<file path="config.mk">
export PLATFORM = sky130hd
export DESIGN_NAME = fir_io_sequencer_flat
export DESIGN_NICKNAME = d
export VERILOG_FILES = /design/src/rtl/fir_io_sequencer_if.sv /design/src/rtl/fir_io_sequencer.sv /design/src/flat_wrapper.sv
export SDC_FILE = /design/constraint.sdc
export NUM_CORES = 1
export LEC_CHECK = 0
export ABC_AREA = 1
export CORE_MARGIN = 4
export CORE_UTILIZATION = 45
export DETAILED_ROUTE_END_ITERATION = 12
export PLACE_DENSITY = 0.76
export SLEW_MARGIN = 20
export SYNTH_ARGS = -nofsm -noshare
export SYNTH_HDL_FRONTEND = slang
export SYNTH_SLANG_ARGS = --single-unit
</file>
<file path="constraint.sdc">
create_clock -name clk -period 1.7 [get_ports clk]
set_input_delay 0.425 -clock clk [delete_from_list [all_inputs] [get_ports clk]]
set_output_delay 0.425 -clock clk [all_outputs]
set_load 0.01 [all_outputs]
</file>
<file path="src/rtl/fir_io_sequencer_if.sv">
// Stream and register-bus signals of the FIR I/O sequencer.
// master = the sequencer, slave = its environment (sources, sink, FIR peripheral).
interface fir_io_sequencer_if;
  logic [15:0] s_data;
  logic        s_valid;
  logic        s_ready;
  logic [15:0] coef_data;
  logic        coef_first;
  logic        coef_valid;
  logic        coef_ready;
  logic [15:0] r_data;
  logic        r_valid;
  logic        r_ready;
  logic        busy;
  logic [2:0]  ioaddr;
  logic        iocs;
  logic        iowr;
  logic        iord;
  logic [15:0] io_wdata;
  logic [15:0] io_rdata;
  logic        err;

  modport master (
    input  s_data, s_valid, coef_data, coef_first, coef_valid, r_ready, io_rdata,
    output s_ready, coef_ready, r_data, r_valid, busy,
           ioaddr, iocs, iowr, iord, io_wdata, err
  );
  modport slave (
    output s_data, s_valid, coef_data, coef_first, coef_valid, r_ready, io_rdata,
    input  s_ready, coef_ready, r_data, r_valid, busy,
           ioaddr, iocs, iowr, iord, io_wdata, err
  );
endinterface

</file>
<file path="src/rtl/fir_io_sequencer.sv">
// Bus-master sequencer for the 128-tap FIR peripheral: coefficient load, sample feed, status poll, result read.
// Optional bounded polling with err pulse: define FIRSEQ_TIMEOUT_EN.
module fir_io_sequencer #(
  parameter logic [15:0] CTRL_WORD = 16'h0700,
  parameter int          SETTLE    = 7,
  parameter int          POLL_GAP  = 2,
  parameter int          BUSY_BIT  = 15
`ifdef FIRSEQ_TIMEOUT_EN
  , parameter int        TIMEOUT   = 64
`endif
) (
  input logic              clk,
  input logic              rst,
  fir_io_sequencer_if.master io
);

  localparam logic [3:0] IDLE      = 4'd0;
  localparam logic [3:0] COEF_ADDR = 4'd1;
  localparam logic [3:0] COEF_WR   = 4'd2;
  localparam logic [3:0] S_LATCH   = 4'd3;
  localparam logic [3:0] WR_DATA   = 4'd4;
  localparam logic [3:0] WR_START  = 4'd5;
  localparam logic [3:0] GAP       = 4'd6;
  localparam logic [3:0] WAIT      = 4'd7;
  localparam logic [3:0] RD_STAT   = 4'd8;
  localparam logic [3:0] STAT_CAP  = 4'd9;
  localparam logic [3:0] POLL_WAIT = 4'd10;
  localparam logic [3:0] RD_RES    = 4'd11;
  localparam logic [3:0] RES_CAP   = 4'd12;
  localparam logic [3:0] OUT       = 4'd13;

  logic [3:0]  state, nxt, ret, ret_nxt;
  logic [7:0]  cnt, cnt_nxt;
  logic [15:0] coef_q, samp_q;
  logic        is_wr, is_rd;

`ifdef FIRSEQ_TIMEOUT_EN
  logic [15:0] pcnt;
  logic        timeout_hit;
`endif

  assign io.coef_ready = rst & (state == IDLE);
  assign io.s_ready    = rst & (state == IDLE) & ~io.coef_valid;
  assign io.busy       = (state != IDLE);

  // GAP is a shared one-cycle bus-idle state; ret says where to go after it.
  always_comb begin
    nxt     = state;
    ret_nxt = ret;
    cnt_nxt = cnt;
`ifdef FIRSEQ_TIMEOUT_EN
    timeout_hit = 1'b0;
`endif
    case (state)
      IDLE: begin
        if (io.coef_valid)   nxt = io.coef_first ? COEF_ADDR : COEF_WR;
        else if (io.s_valid) nxt = S_LATCH;
      end
      COEF_ADDR: begin nxt = GAP; ret_nxt = COEF_WR; end
      COEF_WR:   begin nxt = GAP; ret_nxt = IDLE; end
      S_LATCH:   nxt = WR_DATA;
      WR_DATA:   begin nxt = GAP; ret_nxt = WR_START; end
      WR_START: begin
        nxt     = GAP;
        ret_nxt = (SETTLE == 0) ? RD_STAT : WAIT;
        cnt_nxt = 8'd0;
      end
      GAP: nxt = ret;
      WAIT: begin
        if (int'(cnt) == SETTLE - 1) nxt = RD_STAT;
        else cnt_nxt = cnt + 8'd1;
      end
      RD_STAT: nxt = STAT_CAP;
      // The capture cycle counts as the first of the POLL_GAP idle cycles.
      STAT_CAP: begin
        if (!io.io_rdata[BUSY_BIT]) nxt = RD_RES;
`ifdef FIRSEQ_TIMEOUT_EN
        else if (int'(pcnt) >= TIMEOUT) begin
          nxt         = IDLE;
          timeout_hit = 1'b1;
        end
`endif
        else if (POLL_GAP <= 1) nxt = RD_STAT;
        else begin
          nxt     = POLL_WAIT;
          cnt_nxt = 8'd0;
        end
      end
      POLL_WAIT: begin
        if (int'(cnt) == POLL_GAP - 2) nxt = RD_STAT;
        else cnt_nxt = cnt + 8'd1;
      end
      RD_RES:  nxt = RES_CAP;
      RES_CAP: nxt = OUT;
      OUT:     if (io.r_ready) nxt = IDLE;
      default: nxt = IDLE;
    endcase
  end

  assign is_wr = (nxt == COEF_ADDR) | (nxt == COEF_WR) | (nxt == WR_DATA) | (nxt == WR_START);
  assign is_rd = (nxt == RD_STAT) | (nxt == RD_RES);

  always_ff @(posedge clk or negedge rst) begin
    if (!rst) begin
      state       <= IDLE;
      ret         <= IDLE;
      cnt         <= 8'd0;
      coef_q      <= 16'd0;
      samp_q      <= 16'd0;
      io.ioaddr   <= 3'd0;
      io.iocs     <= 1'b0;
      io.iowr     <= 1'b0;
      io.iord     <= 1'b0;
      io.io_wdata <= 16'd0;
      io.r_data   <= 16'd0;
      io.r_valid  <= 1'b0;
    end else begin
      state <= nxt;
      ret   <= ret_nxt;
      cnt   <= cnt_nxt;
      if (state == IDLE && io.coef_valid) coef_q <= io.coef_data;
      if (state == IDLE && !io.coef_valid && io.s_valid) samp_q <= io.s_data;

      // Bus outputs are registered from the next state, so each strobe lines up with its state.
      io.iocs <= is_wr | is_rd;
      io.iowr <= is_wr;
      io.iord <= is_rd;
      case (nxt)
        COEF_ADDR: begin io.ioaddr <= 3'd5; io.io_wdata <= 16'd0; end
        COEF_WR: begin
          io.ioaddr   <= 3'd4;
          io.io_wdata <= (state == IDLE) ? io.coef_data : coef_q;
        end
        WR_DATA:  begin io.ioaddr <= 3'd0; io.io_wdata <= samp_q; end
        WR_START: begin io.ioaddr <= 3'd2; io.io_wdata <= CTRL_WORD; end
        RD_STAT:  io.ioaddr <= 3'd2;
        RD_RES:   io.ioaddr <= 3'd0;
        default: ;
      endcase

      if (state == RES_CAP) io.r_data <= io.io_rdata;
      io.r_valid <= (nxt == OUT);
    end
  end

`ifdef FIRSEQ_TIMEOUT_EN
  always_ff @(posedge clk or negedge rst) begin
    if (!rst) begin
      pcnt   <= 16'd0;
      io.err <= 1'b0;
    end else begin
      if (state == S_LATCH)    pcnt <= 16'd0;
      else if (nxt == RD_STAT) pcnt <= pcnt + 16'd1;
      io.err <= timeout_hit;
    end
  end
`else
  assign io.err = 1'b0;
`endif

endmodule

</file>
<file path="src/flat_wrapper.sv">
// flat-port wrapper written by rule: the top's interface ports become plain ports
module fir_io_sequencer_flat 
#(
  parameter logic [15:0] CTRL_WORD = 16'h0700,
  parameter int          SETTLE    = 7,
  parameter int          POLL_GAP  = 2,
  parameter int          BUSY_BIT  = 15

)
  (clk, rst, io_s_data, io_s_valid, io_coef_data, io_coef_first, io_coef_valid, io_r_ready, io_io_rdata, io_s_ready, io_coef_ready, io_r_data, io_r_valid, io_busy, io_ioaddr, io_iocs, io_iowr, io_iord, io_io_wdata, io_err);
  fir_io_sequencer_if io_i ();
  input logic clk;
  input logic rst;
  input wire logic [$bits(io_i.s_data)-1:0] io_s_data;
  input wire logic [$bits(io_i.s_valid)-1:0] io_s_valid;
  input wire logic [$bits(io_i.coef_data)-1:0] io_coef_data;
  input wire logic [$bits(io_i.coef_first)-1:0] io_coef_first;
  input wire logic [$bits(io_i.coef_valid)-1:0] io_coef_valid;
  input wire logic [$bits(io_i.r_ready)-1:0] io_r_ready;
  input wire logic [$bits(io_i.io_rdata)-1:0] io_io_rdata;
  output wire logic [$bits(io_i.s_ready)-1:0] io_s_ready;
  output wire logic [$bits(io_i.coef_ready)-1:0] io_coef_ready;
  output wire logic [$bits(io_i.r_data)-1:0] io_r_data;
  output wire logic [$bits(io_i.r_valid)-1:0] io_r_valid;
  output wire logic [$bits(io_i.busy)-1:0] io_busy;
  output wire logic [$bits(io_i.ioaddr)-1:0] io_ioaddr;
  output wire logic [$bits(io_i.iocs)-1:0] io_iocs;
  output wire logic [$bits(io_i.iowr)-1:0] io_iowr;
  output wire logic [$bits(io_i.iord)-1:0] io_iord;
  output wire logic [$bits(io_i.io_wdata)-1:0] io_io_wdata;
  output wire logic [$bits(io_i.err)-1:0] io_err;
  assign io_i.s_data = io_s_data;
  assign io_i.s_valid = io_s_valid;
  assign io_i.coef_data = io_coef_data;
  assign io_i.coef_first = io_coef_first;
  assign io_i.coef_valid = io_coef_valid;
  assign io_i.r_ready = io_r_ready;
  assign io_i.io_rdata = io_io_rdata;
  assign io_s_ready = io_i.s_ready;
  assign io_coef_ready = io_i.coef_ready;
  assign io_r_data = io_i.r_data;
  assign io_r_valid = io_i.r_valid;
  assign io_busy = io_i.busy;
  assign io_ioaddr = io_i.ioaddr;
  assign io_iocs = io_i.iocs;
  assign io_iowr = io_i.iowr;
  assign io_iord = io_i.iord;
  assign io_io_wdata = io_i.io_wdata;
  assign io_err = io_i.err;
  fir_io_sequencer #(.CTRL_WORD(CTRL_WORD), .SETTLE(SETTLE), .POLL_GAP(POLL_GAP), .BUSY_BIT(BUSY_BIT)) u_core (.clk(clk), .rst(rst), .io(io_i));
endmodule
</file>
==> qor.yml <==
power:
  peakVddDrop_mv: 0.873
  power_density_nw_per_um2: 1750
  p_leak_uw: 0.00339
  power_uw: 11300
timing:
  rsz0062_at_grt: "yes"
  finClkSkew_ns: 0.0162
  post-route-period-util_pct: 121
  hold_violations: 0
  clock.fmax_ghz: 0.486
  slew_viol_final: 0
  layout_min_cycle_time_ns: 2.06
  worst_slack_ns: -0.359
  relSlewSlack_pct: 47.5
  tightestPinTransition_ns: 0.788
  setup_viol: 33
setup_path:
  worst_path_max_delay_cell: "dfrtp_1"
  critPathBufInv: 4
  reg2reg_depth: 13
  cp.arrival_ns: 2.31
  worstSetupEndpointType: "flop"
  crit_chain: "buf_6 -> inv_4 -> nand2_4 -> buf_6 -> nor2_4 -> nand2_1 -> nand3_2 -> nor2_2 -> nand3_4 -> buf_4 -> o21ai_0 -> a21oi_1 -> nand2_1"
  r2r-end: "u_core.io.io_wdata[10]"
  crit_family: "simple AND/OR/NAND/NOR gates"
  rrSetupSlack_ns: -0.36
  crit_path_max_incr_delay_ns: 0.41
  path_max_fanout: 4
  rr_startpoint: "u_core.state[3]"
  critPathKind: "flop to flop"
  crit_path_start_kind: "flop"
  worstPathRequired_ns: 1.95
clock_tree:
  htree_num_levels: 3
  clock-sinks: 85
  cts_tree: "yes"
  worstSkewPairLatency_ns: 0.37
  numCtsBuffers: 9
  root_buffer: "clkbuf_8"
  cts_buffer_depth: 2
  cts_hold_buf: 0
  path_clk_slew_ns: 0.10
cells_and_area:
  multi_input_area_um2: 2030
  ff_latch_area_um2: 2130
  num-nets-final: 712
  synthToLayoutAreaGrowth_pct: 57.1
  fill_cells: 591
  antenna_cells: 0
  final_common_cell: "nand2_1"
  drive_above_1_share_pct: 33.5
  final_cell_mix: "nand2_1 (143), dfrtp_1 (83), clkdlybuf4s50_1 (58)"
detailed_routing:
  first_pass_iters: 6
  drtIter0Drc: 378
  avgRoutedWirePerCell_um: 16.3
  ant_nets: 0
  vias: 3993
  drc: 0
  viasPerCell: 5.20
  drt_wl_total_um: 12500
yosys:
  yosysWarnings: 0
  synth_fp_nets: 543
  ys_seq_elements: 85
  synth_top_area_cell: "dfrtp_1"
  synth.avg_cell_area_um2: 8.45
  ys_types: 34
  synth_top_area_share_pct: 51.8
  yosys-top-cells-area: "dfrtp_1 (52%), nand2_1 (16%), o21ai_0 (5.5%), inv_1 (5.1%), mux2_2 (4.4%)"
  ys_seq_area_share_pct: 51.8
  syn_area_um2: 4110
  netlist_instances: 486
grt:
  overflow: 0
  grt_usage_pct: 21.9
  grt_max_degree: 86
  grt_pass1_vias: 3999
  grt_pass1_wl_um: 19100
  antenna_found_initial: 0
place:
  dpl.hpwl_um: 7680
  pre_cts_ws_ns: -0.615
  place_congestion: 0.882
  numPortBuffers: 95
die:
  core_area_um2: 8810
  io_pins: 97
  die-area_um2: 10700
  die_h_um: 104
  initial_core_util_pct: 46.7
  die_w_um: 104
  rows: 34
status:
  status: "complete, but fails checks"
  violations: "negative setup slack"
run:
  drv_cap: 0
min_path:
  holdCritPathClass: "input pin to async pin"
==> area by class of cell <==
class                   count  share of cell area (%)
well taps                 108                    2.09
repair inverters            3                   0.485
repair buffers            169                    25.7
clock buffers               9                    1.92
clock inverters             7                    1.14
inverters                  65                    4.15
flip-flops and latches     85                    33.0
multi-input cells         322                    31.5
==> timing repair <==
item | in CTS | in global routing
endpoints found under the setup margin | 60 | 73
gates cloned | 4 | 2
gates resized for setup | 96 | 88
pin swaps | 27 | 41
setup buffers | 14 | 15
==> power by group <==
part,total [uW],switching [uW],internal (uW)
Sequential,3180,417,2760
Combinational,6620,3680,2950
Clock,1470,788,681
==> logic make-up (layout without fill, tap and decap cells) <==
| kind of cell | Yosys count | in the layout | synth area share [%] |
|---|---|---|---|
| AOI/OAI and AO/OA | 59 | 59 | 7.73 |
| xor gates and xnor gates | 4 | 4 | 0.853 |
| adders and majority gates | 3 | 3 | 0.914 |
| buffers and inverters | 80 | 253 | 8.16 |
| DFF | 85 | 85 | 51.8 |
| muxes | 16 | 16 | 4.38 |
| other | 1 | 1 | 0.0913 |
| and+or+nand+nor | 238 | 239 | 26.1 |
==> how the worst max path moves through the flow <==
stage	cells after the start	start	slack [ns]	endpoint
finish	13	u_core.state[3]	-0.36	u_core.io.io_wdata[10]
global route	14	u_core.state[3]	-0.43	u_core.io.io_wdata[8]
CTS	15	u_core.state[3]	-0.24	u_core.io.io_wdata[8]
detailed placement	12	io_coef_valid	-0.61	u_core.io.io_wdata[7]
global placement	3	io_coef_valid	-0.53	io_s_ready
floorplan	14	u_core.cnt[0]	-0.02	u_core.io.io_wdata[11]
==> state kept, by name, summed over array words and instances (netlist names) <==
register / flops
u_core.io.io_wdata: 16
u_core.ret: 2
u_core.state: 4
u_core.io.ioaddr: 3
u_core.io.iocs: 1
u_core.io.iord: 1
u_core.io.iowr: 1
u_core.cnt: 8
u_core.io.r_valid: 1
u_core.coef_q: 16
u_core.io.r_data: 16
u_core.samp_q: 16
==> layer usage <==
| layer | vias up | GRT usage [%] | part of all wire [%] |
|---|---|---|---|
| met5 | - | 0 | 0 |
| met4 | 0 | 9.78 | 2.5 |
| met3 | 26 | 4.42 | 5.6 |
| met2 | 170 | 37.3 | 53 |
| met1 | 1947 | 26.9 | 39 |
| li1 | 1850 | - | - |
==> cells in the mapped netlist <==
cell type  number
buf_4           2
o21ai_2         1
inv_2           8
nand2_2         8
nor2_4          4
conb_1          1
nor2_2          4
o21ai_0        45
inv_4           1
nand3_1        11
ha_1            3
xor2_1          4
clkbuf_1       10
nor3_2          1
nand3_2         5
nor2_8          1
dfrtp_1        85
nor3_1          1
a31oi_1         1
o22ai_1         3
nand4_1         1
inv_1          56
nand2_4         3
nor2_1         19
buf_12          1
buf_6           1
nand2_1       176
o211ai_1        1
mux2_2         16
buf_2           1
nor4_1          3
a21oi_4         1
nand4_4         1
a21oi_1         7
==> through the flow <==
step           setup TNS [ns]  instance area [um^2]  hold WS [ns]  instances  util, %
2_1_floorplan          -0.206                  4130         0.129        486        -
3_3_place_gp           -17.00                  5470         0.455        718     62.1
3_5_place_dp           -19.67                  5470         0.459        718     62.1
4_1_cts                 -4.54                  6000         0.390        752     68.2
5_1_grt                -10.38                  6450         0.250        768     73.3
6_report                -7.83                  6450         0.157        768     73.3
Power figures use the tool's default switching activity.
